<file path="src/rtl/rr_arb_pkg.sv">
// Shared types and helpers for the locking round-robin arbiter.
// Grant state enum plus a one-hot to binary index converter.
package rr_arb_pkg;

    typedef enum logic [0:0] {
        IDLE = 1'b0,
        BUSY = 1'b1
    } arb_state_e;

    localparam int OH_MAX_W = 64;

    // Index of the set bit in a one-hot vector; an all-zero vector yields 0.
    function automatic logic [31:0] onehot_to_idx(input logic [OH_MAX_W-1:0] oh);
        logic [31:0] idx;
        idx = 32'd0;
        for (int i = 0; i < OH_MAX_W; i++) begin
            if (oh[i]) begin
                idx = idx | 32'(i);
            end else begin
                idx = idx;
            end
        end
        return idx;
    endfunction

endpackage

</file>
<file path="src/rtl/rr_prio_pick.sv">
// Combinational rotating-priority pick: first set request at or after ptr,
// wrapping modulo NUM_REQ, via a double-width masked lowest-bit isolate.
module rr_prio_pick
    import rr_arb_pkg::*;
#(
    parameter int  NUM_REQ = 4,
    localparam int IDX_W   = $clog2(NUM_REQ)
) (
    input  logic [NUM_REQ-1:0] req_i,
    input  logic [IDX_W-1:0]   ptr_i,
    output logic               win_vld_o,
    output logic [NUM_REQ-1:0] win_onehot_o,
    output logic [IDX_W-1:0]   win_idx_o
);

    localparam int DW = 2 * NUM_REQ;

    logic [DW-1:0] dbl_s;
    logic [DW-1:0] mask_s;
    logic [DW-1:0] cand_s;
    logic [DW-1:0] iso_s;

    // The upper copy is never masked, so requests below ptr are seen after the wrap.
    always_comb begin
        dbl_s  = {req_i, req_i};
        mask_s = {DW{1'b0}};
        for (int i = 0; i < DW; i++) begin
            mask_s[i] = (i >= int'(ptr_i));
        end
        cand_s = dbl_s & mask_s;
        iso_s  = cand_s & (~cand_s + DW'(1));
    end

    assign win_vld_o    = |cand_s;
    assign win_onehot_o = iso_s[NUM_REQ-1:0] | iso_s[DW-1:NUM_REQ];
    assign win_idx_o    = IDX_W'(onehot_to_idx(OH_MAX_W'(win_onehot_o)));

endmodule

</file>
<file path="src/rtl/rr_arbiter_lock.sv">
// Round-robin arbiter with per-packet grant lock, optional burst limit and
// zero-bubble hand-off between consecutive winners.
module rr_arbiter_lock
    import rr_arb_pkg::*;
#(
    parameter int  NUM_REQ   = 4,
    parameter bit  LOCK_EN   = 1'b1,
    parameter int  MAX_BURST = 0,
    parameter int  BURST_W   = 8,
    localparam int IDX_W     = $clog2(NUM_REQ)
) (
    input  logic               clk,
    input  logic               rst,
    input  logic [NUM_REQ-1:0] req,
    input  logic [NUM_REQ-1:0] req_last,
    input  logic               out_ready,
    output logic [NUM_REQ-1:0] gnt,
    output logic               gnt_valid,
    output logic [IDX_W-1:0]   gnt_idx,
    output logic [BURST_W-1:0] beat_cnt
);

    arb_state_e         state_q, state_d;
    logic [NUM_REQ-1:0] gnt_q, gnt_d;
    logic               gnt_valid_q, gnt_valid_d;
    logic [IDX_W-1:0]   gnt_idx_q, gnt_idx_d;
    logic [IDX_W-1:0]   ptr_q, ptr_d;
    logic [BURST_W-1:0] beat_q, beat_d;

    logic               busy_s;
    logic               cur_req_s;
    logic               cur_last_s;
    logic               xfer_s;
    logic               rel_last_s;
    logic               rel_abort_s;
    logic               rel_burst_s;
    logic               release_s;
    logic [BURST_W:0]   beat_inc_s;
    logic [IDX_W-1:0]   ptr_rel_s;
    logic [IDX_W-1:0]   pick_ptr_s;
    logic [NUM_REQ-1:0] pick_req_s;
    logic               win_vld_s;
    logic [NUM_REQ-1:0] win_oh_s;
    logic [IDX_W-1:0]   win_idx_s;

    // Release conditions and the request/pointer fed to the picker.
    always_comb begin
        busy_s      = (state_q == BUSY);
        cur_req_s   = req[gnt_idx_q];
        cur_last_s  = req_last[gnt_idx_q];
        xfer_s      = gnt_valid_q & out_ready & cur_req_s;
        rel_last_s  = xfer_s & (cur_last_s | (LOCK_EN == 1'b0));
        rel_abort_s = busy_s & ~cur_req_s;
        beat_inc_s  = {1'b0, beat_q} + {{BURST_W{1'b0}}, 1'b1};
        rel_burst_s = (MAX_BURST != 0) & xfer_s & (beat_inc_s == (BURST_W+1)'(MAX_BURST));
        release_s   = busy_s & (rel_last_s | rel_abort_s | rel_burst_s);
        // Explicit wrap so non power-of-two NUM_REQ never relies on overflow.
        ptr_rel_s   = (gnt_idx_q == IDX_W'(NUM_REQ - 1)) ? {IDX_W{1'b0}} : gnt_idx_q + IDX_W'(1);
        pick_ptr_s  = busy_s ? ptr_rel_s : ptr_q;
        pick_req_s  = rel_abort_s ? (req & ~gnt_q) : req;
    end

    rr_prio_pick #(
        .NUM_REQ (NUM_REQ)
    ) u_pick (
        .req_i        (pick_req_s),
        .ptr_i        (pick_ptr_s),
        .win_vld_o    (win_vld_s),
        .win_onehot_o (win_oh_s),
        .win_idx_o    (win_idx_s)
    );

    // Next-state for grant, pointer and beat counter.
    always_comb begin
        state_d     = state_q;
        gnt_d       = gnt_q;
        gnt_valid_d = gnt_valid_q;
        gnt_idx_d   = gnt_idx_q;
        ptr_d       = ptr_q;
        beat_d      = beat_q;
        case (state_q)
            IDLE: begin
                if (win_vld_s) begin
                    state_d     = BUSY;
                    gnt_d       = win_oh_s;
                    gnt_valid_d = 1'b1;
                    gnt_idx_d   = win_idx_s;
                    beat_d      = {BURST_W{1'b0}};
                end else begin
                    gnt_d       = {NUM_REQ{1'b0}};
                    gnt_valid_d = 1'b0;
                    gnt_idx_d   = {IDX_W{1'b0}};
                end
            end
            BUSY: begin
                if (release_s) begin
                    ptr_d  = ptr_rel_s;
                    beat_d = {BURST_W{1'b0}};
                    if (win_vld_s) begin
                        state_d     = BUSY;
                        gnt_d       = win_oh_s;
                        gnt_valid_d = 1'b1;
                        gnt_idx_d   = win_idx_s;
                    end else begin
                        state_d     = IDLE;
                        gnt_d       = {NUM_REQ{1'b0}};
                        gnt_valid_d = 1'b0;
                        gnt_idx_d   = {IDX_W{1'b0}};
                    end
                end else if (xfer_s && (beat_q != {BURST_W{1'b1}})) begin
                    beat_d = beat_inc_s[BURST_W-1:0];
                end else begin
                    beat_d = beat_q;
                end
            end
            default: begin
                state_d     = IDLE;
                gnt_d       = {NUM_REQ{1'b0}};
                gnt_valid_d = 1'b0;
                gnt_idx_d   = {IDX_W{1'b0}};
                beat_d      = {BURST_W{1'b0}};
            end
        endcase
    end

    // State and output registers with synchronous reset.
    always_ff @(posedge clk) begin
        if (rst) begin
            state_q     <= IDLE;
            gnt_q       <= {NUM_REQ{1'b0}};
            gnt_valid_q <= 1'b0;
            gnt_idx_q   <= {IDX_W{1'b0}};
            ptr_q       <= {IDX_W{1'b0}};
            beat_q      <= {BURST_W{1'b0}};
        end else begin
            state_q     <= state_d;
            gnt_q       <= gnt_d;
            gnt_valid_q <= gnt_valid_d;
            gnt_idx_q   <= gnt_idx_d;
            ptr_q       <= ptr_d;
            beat_q      <= beat_d;
        end
    end

    assign gnt       = gnt_q;
    assign gnt_valid = gnt_valid_q;
    assign gnt_idx   = gnt_idx_q;
    assign beat_cnt  = beat_q;

endmodule

</file>
<file path="config.mk">
export PLATFORM = sky130hd
export DESIGN_NAME = rr_arbiter_lock
export DESIGN_NICKNAME = d
export VERILOG_FILES = /design/src/rtl/rr_arb_pkg.sv /design/src/rtl/rr_prio_pick.sv /design/src/rtl/rr_arbiter_lock.sv
export SDC_FILE = /design/constraint.sdc
export NUM_CORES = 1
export LEC_CHECK = 0
export ABC_CLOCK_PERIOD_IN_PS = 7000
export BUFFER_PORTS_ARGS = -buffer_cell sky130_fd_sc_hd__buf_2
export CAP_MARGIN = 20
export CORE_MARGIN = 3
export CORE_UTILIZATION = 50
export DETAILED_ROUTE_END_ITERATION = 10
export MAX_ROUTING_LAYER = met4
export PLACE_DENSITY_LB_ADDON = 0.2
export RECOVER_POWER = 50
export SLEW_MARGIN = 30
export SYNTH_ARGS = -nofsm -noshare
export SYNTH_HDL_FRONTEND = slang
export SYNTH_HIERARCHICAL = 1
export SYNTH_SLANG_ARGS = --single-unit
</file>
<file path="constraint.sdc">
create_clock -name clk -period 7 [get_ports clk]
set_input_delay 1.75 -clock clk [delete_from_list [all_inputs] [get_ports clk]]
set_output_delay 1.75 -clock clk [all_outputs]
set_load 0.1 [all_outputs]
</file>
==> key figures <==
Yosys
  – Yosys top cell area share: 28.15%
  – Yosys reg bits: 18
  – Seq/Total Area, Yosys: 28.15%
  – Syn Nets: 172
  – Post-Synthesis Cells: 159
  – Cell taking the most area after synthesis: dfxtp_1
  – Count of cell types in the netlist: 45
  – Mapped Area: 1280 µm²
  – Syn avg cell area: 8.050 µm²
  – Synth top area cells: dfxtp_1 28%, a21oi_1 6.6%, nand3_1 5.9%
  – Synthesis warning total: 6

Drt
  – Wirelength per Cell: 17.14 µm
  – Total vias in the final route: 1378
  – 1st-pass router iterations: 4
  – Post-Route WL: 3462 µm
  – Iteration-0 DRC count of the detailed router: 80
  – DR vias/cell: 6.822
  – DRC: 0
  – Post-route ant nets: 0

Worst setup path
  – FF-to-FF End: beat_cnt[7]
  – Crit path max fanout: 10
  – WS Path Type: in2reg
  – Reg2reg start: busy_s
  – CP Launch Type: primary input
  – R2r worst-path depth: 9
  – Worst EP arrival: 4000 ps
  – Register-to-Register Setup Slack: 3840 ps
  – Worst setup EP type: flip-flop
  – Worst EP required: 7210 ps

Timing
  – Max Clock Freq: 0.2638 GHz
  – Fin. Hold Viols: 0
  – Worst slew pin tran: 1170 ps
  – Worst slew margin: 22.37%
  – Final min period: 3791 ps
  – Clock Skews: 12.33 ps
  – Final Max Slew Viols: 0
  – RSZ-0062 raised after global routing: false
  – Setup ws final: 3209 ps
  – Setup TNS: 0 ps
  – Setup violations, final: 0
  – Final Cycle Share: 54.16%

Pwr
  – Peak supply drop: 129.8 µV
  – Lkg Pwr: 0.4529 nW
  – PwrDens: 235.7 nW/µm²

Clocking
  – Worst-Skew Late Latency: 300 ps
  – H-tree Lvls: 1
  – Root Buffer: clkbuf_4
  – Clock Path Buffers: 2
  – Setup Buffers After CTS: 0
  – Clk slew on worst S/H paths: 110 ps
  – CTS Hold Buffers Added: 0
  – CTS resizes: 0
  – Number of buffers created by CTS: 3
  – TritonCTS clock tree: built
  – Total clock sinks: 18

Min path
  – Hold Crit Class: reg2reg
  – Hold Path Cell Cnt: 2
  – Hold EP: ptr_q[0]
  – Hold Path Origin: ptr_q[0]

Cells and area
  – Net count, final: 189
  – Most common cell after layout, fill and taps aside: dfxtp_1
  – Commonest non-fill, non-tap cells in the layout: 18 x dfxtp_1, 17 x a21oi_1, 15 x nand3_1
  – Diode count: 0
  – Layout cell share with drive strength beyond 1: 13.22%
  – Synthesis-to-layout area growth: 7.038%

Placement
  – DP Worst Slack: 2953 ps
  – Final HPWL DP: 2422 µm
  – Routability Congestion: 0.8699
  – Port-buffer cells: 25

Global routing
  – Largest net degree at the start of global routing: 26
  – Vias in the first global route: 1250
  – Global-route wire length before repair: 6044 µm
  – All-Layer GR Usage: 23.46%
  – Total gr overflow: 0
  – Initial antenna violation count: 0

Floorplan
  – Core Area: 2318 µm²
  – Rows: 17
  – Die height: 56.60 µm
  – Die width: 56.60 µm
  – Die area: 3203 µm²
  – Initial Util: 55.21%
  – I/O pin count: 26

Outcome
  – Status: finished, final reports clean

Job
  – Max Cap Viol: 0
metal layers:
metal | wire, µm | global-route usage [%] | up-vias
met5 | 0 | - | -
met1 | 1540 | 35.85 | 643
met4 | 18 | 4.746 | 0
li1 | - | - | 657
met3 | 317 | 4.828 | 2
met2 | 1585 | 31.35 | 76
worst max-delay path by stage:
stage / depth (start not counted) / slack (ps) / endpoint / startpoint
after floorplan: 10 / 3460 / beat_cnt[7] / req[3]
after global placement: 10 / 3100 / beat_cnt[7] / req[3]
after detailed placement: 10 / 2950 / beat_cnt[7] / req[1]
after CTS: 10 / 3260 / beat_cnt[7] / req[3]
after global routing: 10 / 2980 / beat_cnt[7] / req[1]
final: 10 / 3210 / beat_cnt[7] / req[1]
kinds of logic (layout without fill, tap and decap cells):
| group | Yosys count | count (layout) | synth area share [%] |
|---|---|---|---|
| compound gates | 57 | 57 | 32.55 |
| fa+ha+maj | 2 | 2 | 1.955 |
| mux | 5 | 5 | 5.083 |
| buf+inv | 19 | 34 | 7.624 |
| simple gates | 58 | 58 | 24.63 |
| flops | 18 | 18 | 28.15 |
per-stage QoR:
stage / power (mW) / std cells / cell area, µm² / hold WS [ps] / utilization, %
finish: 0.3229 / 202 / 1370 / 478.3 / 59.09
global route: 0.3384 / 202 / 1370 / 513.8 / 59.09
CTS: 0.3241 / 202 / 1388 / 484.5 / 59.85
detailed placement: 0.2712 / 199 / 1365 / 469.1 / 58.88
global placement: 0.2683 / 199 / 1365 / 461.5 / 58.88
floorplan: 0.2527 / 159 / 1280 / 451.4 / -
layout make-up:
type | count | area (µm²)
clock buffers | 3 | 22.52
fillers | 217 | 948.4
multi-input cells | 122 | 822.0
well taps | 28 | 35.03
inverters | 6 | 22.52
repair buffers | 25 | 107.6
flip-flops and latches | 18 | 360.3
worst max-delay path, stage by stage:
cell and delay [ps]:
buf_2 90, mux4_2 270, nor2_1 70, a21boi_0 720, nor2_1 160, nand2_1 310
nor2_1 110, nand2_1 250, o41ai_2 120, o2bb2ai_1 140
registers in the layout, summed over array words and instances (netlist names):
register,flops
beat_cnt,8
gnt,4
gnt_idx,2
ptr_q,2
busy_s,1
gnt_valid,1
cell usage after synthesis:
master     count
buf_1          1
nor3b_1        1
a21o_1         1
clkinv_1       1
o41a_1         1
nor2b_4        1
nand4_1        7
a41oi_2        1
a2111oi_1      1
and4_1         2
o211a_1        1
a21oi_1       17
nor2b_2        1
o2bb2ai_1      2
inv_1          5
nor4_1         3
nor3_1         3
nand3_1       15
nor2_1         8
o2111ai_1      2
o211ai_1       7
a2111oi_0      1
buf_2          3
o221a_2        1
o221ai_2       1
mux2_2         2
nand3b_1       1
a211oi_1       1
o41ai_2        1
nand2b_1       4
o21ai_0        7
a21boi_0       4
o21ai_1        1
clkbuf_1       6
mux2i_1        2
a2111o_1       1
mux4_2         1
and3_1         3
nand2_1        9
o41a_2         1
dfxtp_1       18
buf_6          3
o31a_1         2
a31oi_1        3
ha_1           2
power breakdown:
group          switching (mW)  leakage (nW)  internal (mW)
clock network          0.0339        0.0138         0.0201
registers              0.0148         0.147          0.112
logic                   0.106         0.292         0.0366
No activity file was read; power rests on OpenSTA's default activity.
